$ cat src/rtl/updown_pkg.sv
// Shared definitions for the parametrised up/down counter: mode encodings and
// the next-value decision used by the priority mux.
package updown_pkg;

   localparam int MODE_WRAP = 0;
   localparam int MODE_SAT  = 1;

   typedef enum logic [2:0] {
      HOLD,
      LOAD,
      STEP,
      CLAMP,
      WRAP,
      SAT
   } next_dec_e;

endpackage

$ cat src/rtl/updown_next_calc.sv
// Combinational next-count calculation for an enabled cycle: step, limit
// crossing (wrap or saturate) and re-entry clamping when limits move.
module updown_next_calc
   import updown_pkg::*;
#(
   parameter int WIDTH  = 8,
   parameter int STEP_W = 4,
   parameter int MODE   = MODE_WRAP
) (
   input  logic [WIDTH-1:0]  count_i,
   input  logic [WIDTH-1:0]  lim_lo_i,
   input  logic [WIDTH-1:0]  lim_hi_i,
   input  logic [STEP_W-1:0] step_i,
   input  logic              up_down_i,
   output logic [WIDTH-1:0]  count_nxt_o,
   output logic              ovf_nxt_o,
   output logic              unf_nxt_o,
   output next_dec_e         dec_o
);

   // One guard bit above the wider operand so carries and borrows stay visible.
   localparam int  CW       = ((WIDTH > STEP_W) ? WIDTH : STEP_W) + 1;
   localparam bit  SAT_MODE = (MODE == MODE_SAT);

   logic [CW-1:0] cnt_ext;
   logic [CW-1:0] lo_ext;
   logic [CW-1:0] hi_ext;
   logic [CW-1:0] s_ext;
   logic [CW-1:0] sum;
   logic [CW-1:0] dif;
   logic          below;
   logic          above;
   logic          over;
   logic          under;

   always_comb begin
      s_ext   = (step_i == '0) ? CW'(1) : CW'(step_i);
      cnt_ext = CW'(count_i);
      lo_ext  = CW'(lim_lo_i);
      hi_ext  = CW'(lim_hi_i);
      sum     = cnt_ext + s_ext;
      dif     = cnt_ext - s_ext;
      below   = (count_i < lim_lo_i);
      above   = (count_i > lim_hi_i);
      over    = (sum > hi_ext);
      under   = (s_ext > cnt_ext) || (dif < lo_ext);
   end

   always_comb begin
      dec_o       = STEP;
      count_nxt_o = count_i;
      ovf_nxt_o   = 1'b0;
      unf_nxt_o   = 1'b0;
      if (below) begin
         dec_o       = CLAMP;
         count_nxt_o = lim_lo_i;
      end else if (above) begin
         dec_o       = CLAMP;
         count_nxt_o = lim_hi_i;
      end else if (up_down_i) begin
         if (over) begin
            ovf_nxt_o = 1'b1;
            if (SAT_MODE) begin
               dec_o       = SAT;
               count_nxt_o = lim_hi_i;
            end else begin
               dec_o       = WRAP;
               count_nxt_o = lim_lo_i;
            end
         end else begin
            count_nxt_o = sum[WIDTH-1:0];
         end
      end else begin
         if (under) begin
            unf_nxt_o = 1'b1;
            if (SAT_MODE) begin
               dec_o       = SAT;
               count_nxt_o = lim_lo_i;
            end else begin
               dec_o       = WRAP;
               count_nxt_o = lim_hi_i;
            end
         end else begin
            count_nxt_o = dif[WIDTH-1:0];
         end
      end
   end

endmodule

$ cat src/rtl/updown_counter_param.sv
// Parametrised up/down counter with programmable limits, load, wrap/saturate
// behaviour, terminal flags and registered overflow/underflow pulses.
module updown_counter_param
   import updown_pkg::*;
#(
   parameter int               WIDTH   = 8,
   parameter int               STEP_W  = 4,
   parameter logic [WIDTH-1:0] RST_VAL = '0,
   parameter int               MODE    = MODE_WRAP
) (
   input  logic              clk_i,
   input  logic              rst_i,
   input  logic              en_i,
   input  logic              up_down_i,
   input  logic [STEP_W-1:0] step_i,
   input  logic              load_i,
   input  logic [WIDTH-1:0]  load_val_i,
   input  logic [WIDTH-1:0]  lim_lo_i,
   input  logic [WIDTH-1:0]  lim_hi_i,
   output logic [WIDTH-1:0]  count_o,
   output logic              at_lo_o,
   output logic              at_hi_o,
   output logic              ovf_o,
   output logic              unf_o,
   output logic              cfg_err_o
);

   logic [WIDTH-1:0] count_q, count_d;
   logic             ovf_q, ovf_d;
   logic             unf_q, unf_d;
   logic [WIDTH-1:0] load_clamped;
   logic [WIDTH-1:0] calc_nxt;
   logic             calc_ovf;
   logic             calc_unf;
   next_dec_e        calc_dec;
   next_dec_e        dec;
   logic             cfg_err;

   updown_next_calc #(
      .WIDTH  (WIDTH),
      .STEP_W (STEP_W),
      .MODE   (MODE)
   ) u_next_calc (
      .count_i     (count_q),
      .lim_lo_i    (lim_lo_i),
      .lim_hi_i    (lim_hi_i),
      .step_i      (step_i),
      .up_down_i   (up_down_i),
      .count_nxt_o (calc_nxt),
      .ovf_nxt_o   (calc_ovf),
      .unf_nxt_o   (calc_unf),
      .dec_o       (calc_dec)
   );

   always_comb begin
      cfg_err = (lim_lo_i > lim_hi_i);
      if (load_val_i < lim_lo_i) begin
         load_clamped = lim_lo_i;
      end else if (load_val_i > lim_hi_i) begin
         load_clamped = lim_hi_i;
      end else begin
         load_clamped = load_val_i;
      end
   end

   // Inverted limits freeze the counter until software fixes them.
   always_comb begin
      if (cfg_err) begin
         dec = HOLD;
      end else if (load_i) begin
         dec = LOAD;
      end else if (en_i) begin
         dec = calc_dec;
      end else begin
         dec = HOLD;
      end
   end

   always_comb begin
      count_d = count_q;
      ovf_d   = 1'b0;
      unf_d   = 1'b0;
      unique case (dec)
         HOLD: count_d = count_q;
         LOAD: count_d = load_clamped;
         default: begin
            count_d = calc_nxt;
            ovf_d   = calc_ovf;
            unf_d   = calc_unf;
         end
      endcase
   end

   always_ff @(posedge clk_i) begin
      if (rst_i) begin
         count_q <= RST_VAL;
         ovf_q   <= 1'b0;
         unf_q   <= 1'b0;
      end else begin
         count_q <= count_d;
         ovf_q   <= ovf_d;
         unf_q   <= unf_d;
      end
   end

   assign count_o   = count_q;
   assign ovf_o     = ovf_q;
   assign unf_o     = unf_q;
   assign at_lo_o   = (count_q == lim_lo_i);
   assign at_hi_o   = (count_q == lim_hi_i);
   assign cfg_err_o = cfg_err;

endmodule
$ cat config.mk
export PLATFORM = sky130hd
export DESIGN_NAME = updown_counter_param
export DESIGN_NICKNAME = d
export VERILOG_FILES = /design/src/rtl/updown_pkg.sv /design/src/rtl/updown_next_calc.sv /design/src/rtl/updown_counter_param.sv
export SDC_FILE = /design/constraint.sdc
export NUM_CORES = 1
export LEC_CHECK = 0
export ABC_AREA = 1
export BUFFER_PORTS_ARGS = -buffer_cell sky130_fd_sc_hd__buf_2
export CAP_MARGIN = 15
export CORE_MARGIN = 4
export CORE_UTILIZATION = 38
export CTS_CLUSTER_DIAMETER = 120
export CTS_CLUSTER_SIZE = 30
export DETAILED_ROUTE_END_ITERATION = 8
export PLACE_DENSITY = 0.66
export SYNTH_ARGS = -nofsm -noshare
export SYNTH_HDL_FRONTEND = slang
export SYNTH_SLANG_ARGS = --single-unit
$ cat constraint.sdc
create_clock -name clk_i -period 5 [get_ports clk_i]
set_input_delay 0.25 -clock clk_i [delete_from_list [all_inputs] [get_ports clk_i]]
set_output_delay 0.25 -clock clk_i [all_outputs]
set_load 0.1 [all_outputs]
Yosys cells after proc, flatten, opt, wreduce, memory -nomap -nowiden

Cells that the tools add are included.

Order comparisons: 8
Add/subtract/negate cells: 2
Bitwise logic cells: 1
Eq/ne operators: 3
Reduce and logical (&&, ||, !) cells: 5
Multiplexer cells: 19

Operators with widths:

| kind               | number |
|---|---|
| $mux 8             | 7 |
| $gt 8x8->1         | 3 |
| $mux 3             | 8 |
| $gt 9x8->1         | 2 |
| $eq 8x8->1         | 2 |
| $lt 8x8->1         | 2 |
| $pmux 8 s2         | 1 |
| $reduce_or 6->1    | 2 |
| $add 8x9->9        | 1 |
| $lt 9x8->1         | 1 |
| $sub 8x9->9        | 1 |
| $logic_not 4->1    | 1 |
| $mux 4             | 1 |
| $eq 3x1->1 const B | 1 |
| $logic_not 3->1    | 1 |
| $mux 1             | 2 |
| $logic_or 1x1->1   | 1 |
| $not 1->1          | 1 |

Output and inout port bits: 13
Bits of input ports: 33
Logic and storage cells: 41
Register bits: 10

Depth between registers and ports, before layout

Depth after elaboration: 14
Gate-level depth with buffers: 28
Depth with buffers taken out: 28

Cells and area by module

From an unflattened synthesis, not the netlist that was laid out.

Cells, all modules: 560
Area total of the unflattened synthesis: 3348.2 um^2

Modules (own cells, without submodules):

| module               | cells an instance | area an instance (um^2) | seq. area each (um^2) | instances |
|---|---|---|---|---|
| updown_next_calc     | 317               | 1808.0                  | 0.0                   | 1 |
| updown_counter_param | 243               | 1540.2                  | 200.2                 | 1 |

Least setup slack after synthesis

Ideal clock, no wire load.

Path type: reg2reg
From: register count_q[0], in the netlist count_o[0]
To: register count_q[0], in the netlist count_o[0]
Buffers on the path: 1
Cell stages (with the launch flop): 13
Library setup time: 0.071 ns
Path slack: 0.678 ns
Data required time: 4.929 ns
Arrival time: 4.251 ns
Clock period less this slack: 4.322 ns
Cell sequence: dfxtp_1 -> inv_1 -> ha_1 -> nand2_1 -> nor4_2 -> a31o_2 -> buf_2 -> o21ai_0 -> inv_2 -> nand2_1 -> nand2_1 -> nand2_1 -> a21oi_1

Cells in the longest elaborated chain, start to end: 12
Elaborated cells on any way between the ends: 24
Those cells by class: add/sub (2); order compare (5); eq/ne (1); mux (14); reduce/logical (2)

RTL lines:

| what                                          | RTL line                    | text |
|---|---|---|
| from (decl)                                   | updown_counter_param.sv:28  | `logic [WIDTH-1:0] count_q, count_d;` |
| from (signal assigned)                        | updown_counter_param.sv:100 | `count_q <= count_d;` |
| $sub 8x9->9                                   | updown_next_calc.sv:42      | `dif = cnt_ext - s_ext;` |
| $lt 9x8->1                                    | updown_next_calc.sv:46      | `under = (s_ext > cnt_ext) \|\| (dif < lo_ext);` |
| $logic_or 1x1->1                              | updown_next_calc.sv:46      |  |
| $mux 3                                        | updown_next_calc.sv:74      | `if (under) begin` |
| $mux 3                                        | updown_next_calc.sv:60      | `end else if (up_down_i) begin` |
| $mux 3                                        | updown_next_calc.sv:57      | `end else if (above) begin` |
| $mux 3                                        | updown_next_calc.sv:54      | `if (below) begin` |
| $mux 3                                        | updown_counter_param.sv:72  | `end else if (en_i) begin` |
| $mux 3                                        | updown_counter_param.sv:70  | `end else if (load_i) begin` |
| $mux 3                                        | updown_counter_param.sv:68  | `if (cfg_err) begin` |
| $eq 3x1->1 or $logic_not 3->1 (tied branches) | updown_counter_param.sv:83  | `unique case (dec)` |
| $pmux 8 s2                                    | updown_counter_param.sv:83  |  |

Parallel ways exist; a longest one is shown, timed or not.
A chain may end at the register's enable or synchronous reset.

Worst setup path after layout

From: register count_q[0], in the netlist count_o[0]
To: register count_q[7], in the netlist count_o[7]

Same word-level chain as after synthesis.

==> flow_metrics.py <==
metrics = {
    "clock_tree": {
        "cts.sinks": 10,
        "cts_setup_buffers": 0,
        "cts_root_buffer": "clkbuf_8",
        "cts_hold_buf": 0,
        "htreeDepth": 1,
        "cts_resized": 0,
        "clk_pin_slew_ps": 50,
        "tritoncts": "yes",
        "clk_path_buf_depth": 2,
        "numCtsBuffers": 3,
        "clk_latency_ps": 250,
    },
    "critical_path": {
        "reg2reg_depth": 27,
        "arrival_ps": 3480,
        "reg2reg_slack_ps": 1650,
        "critPathCaptureType": "flip-flop",
        "crit_type": "flip-flop to flip-flop",
        "regToRegStartpoint": "count_o[0]$_SDFFE_PP0P_",
        "required_ps": 5140,
        "r2r_end": "count_o[7]$_SDFFE_PP0P_",
        "crit_path_max_fanout": 9,
        "cp-start-kind": "flip-flop",
    },
    "floorplanning": {
        "core_area_mm2": 0.007292,
        "placement_rows": 31,
        "start_util_pct": 39.10,
        "io_pins": 46,
        "die_area_mm2": 0.008954,
        "fp.dieH_um": 94.63,
        "die_x_um": 94.63,
    },
    "cells_and_area": {
        "fin_nets": 597,
        "drive_above_1_share_pct": 16.90,
        "n_antenna_cell": 0,
        "fillers": 833,
        "syn_to_final_growth_pct": 11.76,
    },
    "timing": {
        "setup_viol": 0,
        "finalMaxSlewViolations": 0,
        "worst_pin_slew_ps": 977.3,
        "setup_tns_ps": 0,
        "finalHoldViolCount": 0,
        "fin_crit_sh_pct": 66.98,
        "layout_min_cycle_time_ps": 3349,
        "slew_headroom_pct": 34.56,
        "max_freq_mhz": 298.6,
        "fin_skew_ps": 1.780,
        "grt_setup_unrepaired": "false",
        "setup_ws_ps": 1651,
    },
    "grt": {
        "grt_max_degree": 18,
        "grt.overflow.total": 0,
        "track_usage_pct": 20.32,
        "grt_pass1_vias": 3003,
        "grt_pass1_wl_um": 14580,
        "antenna_found_initial": 0,
    },
    "synthesis": {
        "postSynthNetCount": 557,
        "syn_avg_cell_area_um2": 6.212,
        "syn_inst": 459,
        "yosysWarnings": 0,
        "synthesis.area_mm2": 0.002851,
        "seq_area_frac_synth_pct": 7.021,
        "ys_seq_elements": 10,
        "ys_types": 38,
    },
    "power": {
        "ir_worst_vdd_v": 0.0001696,
        "leakage_nw": 1.795,
        "finalPower_uw": 880.6,
        "p_per_area_mw_per_mm2": 276.3,
    },
    "placed_design": {
        "port_buffers": 45,
        "dp_hpwl_um": 7202,
        "pre_cts_ws_ps": 1488,
        "place.gp.congestion": 0.9025,
    },
    "drt": {
        "via_per_inst": 5.299,
        "final_antenna_net_count": 0,
        "routedWlPerCell_um": 14.66,
        "route.detailed.drc": 0,
        "first_pass_iters": 5,
        "initialDrtViolationCount": 228,
        "via_count": 3158,
        "routed_wl_um": 8739,
    },
    "run_status": {
        "status": "completed",
    },
    "hold_path": {
        "min_to": "ovf_o$_SDFF_PP0_",
        "hold_path.startpoint": "rst_i",
        "holdPathStages": 2,
        "min_path_type": "input pin to flip-flop",
    },
    "flow_run": {
        "cap_violations": 0,
    },
}
==> layout make-up <==
class / instances / area (µm²) / share of cell area, %
clock buffer: 3 / 41.29 / 1.296
multi-input combinational: 368 / 2330 / 73.11
timing repair buffer: 45 / 225.2 / 7.067
inverter: 71 / 266.5 / 8.363
tap: 99 / 123.9 / 3.887
sequential: 10 / 200.2 / 6.282
==> critical path, cell delays in order (launching register included) <==
cell and delay (ps):
dfxtp_1 350, inv_1 150, ha_1 190, inv_2 50, fa_1 390, nand2_1 70
nand2_1 70, a21oi_2 200, xor2_1 210, inv_1 70, ha_1 290, nand2_1 60
inv_2 50, nand2_1 50, nand2_1 80, nand2_1 50, nand2_1 50, nand2_1 60
nand2_2 180, nand2_4 130, nand2_2 70, nand2_1 40, nand2_1 50, nand3_1 70
nand2_1 80, nand2_1 50, nand2_1 60, a21oi_2 50
==> Yosys cell counts (all sizes together) <==
master | count | area [µm²]
nor4 | 3 | 25.02
a31oi | 1 | 6.260
dfxtp | 10 | 200.2
nand3b | 2 | 15.01
nand4 | 5 | 31.28
nor2 | 16 | 70.07
xor2 | 6 | 52.55
inv | 69 | 259.0
o21bai | 1 | 7.510
ha | 63 | 788.3
buf | 7 | 43.79
nor3 | 3 | 26.28
a21boi | 1 | 7.510
a21oi | 43 | 237.7
nand2 | 126 | 510.5
nand3 | 48 | 240.2
a211oi | 2 | 15.01
clkinv | 2 | 7.510
o211ai | 3 | 22.52
clkbuf | 3 | 11.26
a31o | 3 | 26.28
o21ai | 39 | 198.9
fa | 2 | 40.04
xnor2 | 1 | 8.760
==> cell families after synthesis <==
| group | after synthesis | share of synthesized area [%] |
|---|---|---|
| simple gates | 203 | 32.21 |
| compound gates | 93 | 18.30 |
| buf+inv | 81 | 11.28 |
| fa+ha+maj | 65 | 29.05 |
| flops | 10 | 7.021 |
| xor+xnor | 7 | 2.150 |
==> power by group <==
| group | total (mW) | internal [mW] | switching [mW] |
|---|---|---|---|
| Sequential | 0.121 | 0.0900 | 0.0308 |
| Combinational | 0.670 | 0.216 | 0.453 |
| Clock | 0.0900 | 0.0532 | 0.0368 |
==> how the worst max path moves through the flow <==
stage / from / to / slack (ps) / cells past startpoint
after global placement: step_i[1] / count_o[7]$_SDFFE_PP0P_ / 1540 / 28
after global routing: count_o[0]$_SDFFE_PP0P_ / count_o[1]$_SDFFE_PP0P_ / 1240 / 25
final: count_o[0]$_SDFFE_PP0P_ / count_o[7]$_SDFFE_PP0P_ / 1650 / 27
after floorplan: count_o[0]$_SDFFE_PP0P_ / count_o[0]$_SDFFE_PP0P_ / 680 / 12
after CTS: count_o[0]$_SDFFE_PP0P_ / count_o[4]$_SDFFE_PP0P_ / 1630 / 23
after detailed placement: step_i[1] / count_o[4]$_SDFFE_PP0P_ / 1490 / 25
==> registers in the layout, indices dropped and copies added (netlist names) <==
signal / cells
count_o: 8
unf_o: 1
ovf_o: 1
==> per-layer routing <==
layer,global-route usage (%),vias to the layer above,wire [µm],part of all wire (%)
li1,-,1612,-,-
met1,28.11,1444,4050,46
met3,2.470,4,572,6.5
met5,0,-,0,0
met2,34.41,98,4088,47
met4,2.885,0,27,0.31
==> per-stage QoR <==
stage               hold WS (ps)  util [%]  instances  instance area, µm²
finish                     216.7     43.70        596                3187
global route               215.3     43.70        596                3187
CTS                        214.3     43.70        596                3187
detailed placement         469.9     43.14        593                3146
global placement           468.9     43.14        593                3146
floorplan                  328.7         -        459                2851
==> cells in the final DEF (no fill, tap or decap), types with 3 or more instances in the layout <==
cell / count
a21oi_2: 3
xor2_1: 6
o21ai_0: 27
buf_2: 45
nand4_1: 5
clkbuf_8: 3
a21oi_1: 39
nand2_1: 117
inv_2: 16
nand3_1: 48
o211ai_1: 3
inv_1: 53
nand2_4: 3
nor2_1: 14
ha_1: 63
nand2_2: 6
dfxtp_1: 10
o21ai_1: 11
Note: power is estimated with default switching activity, not from simulation.
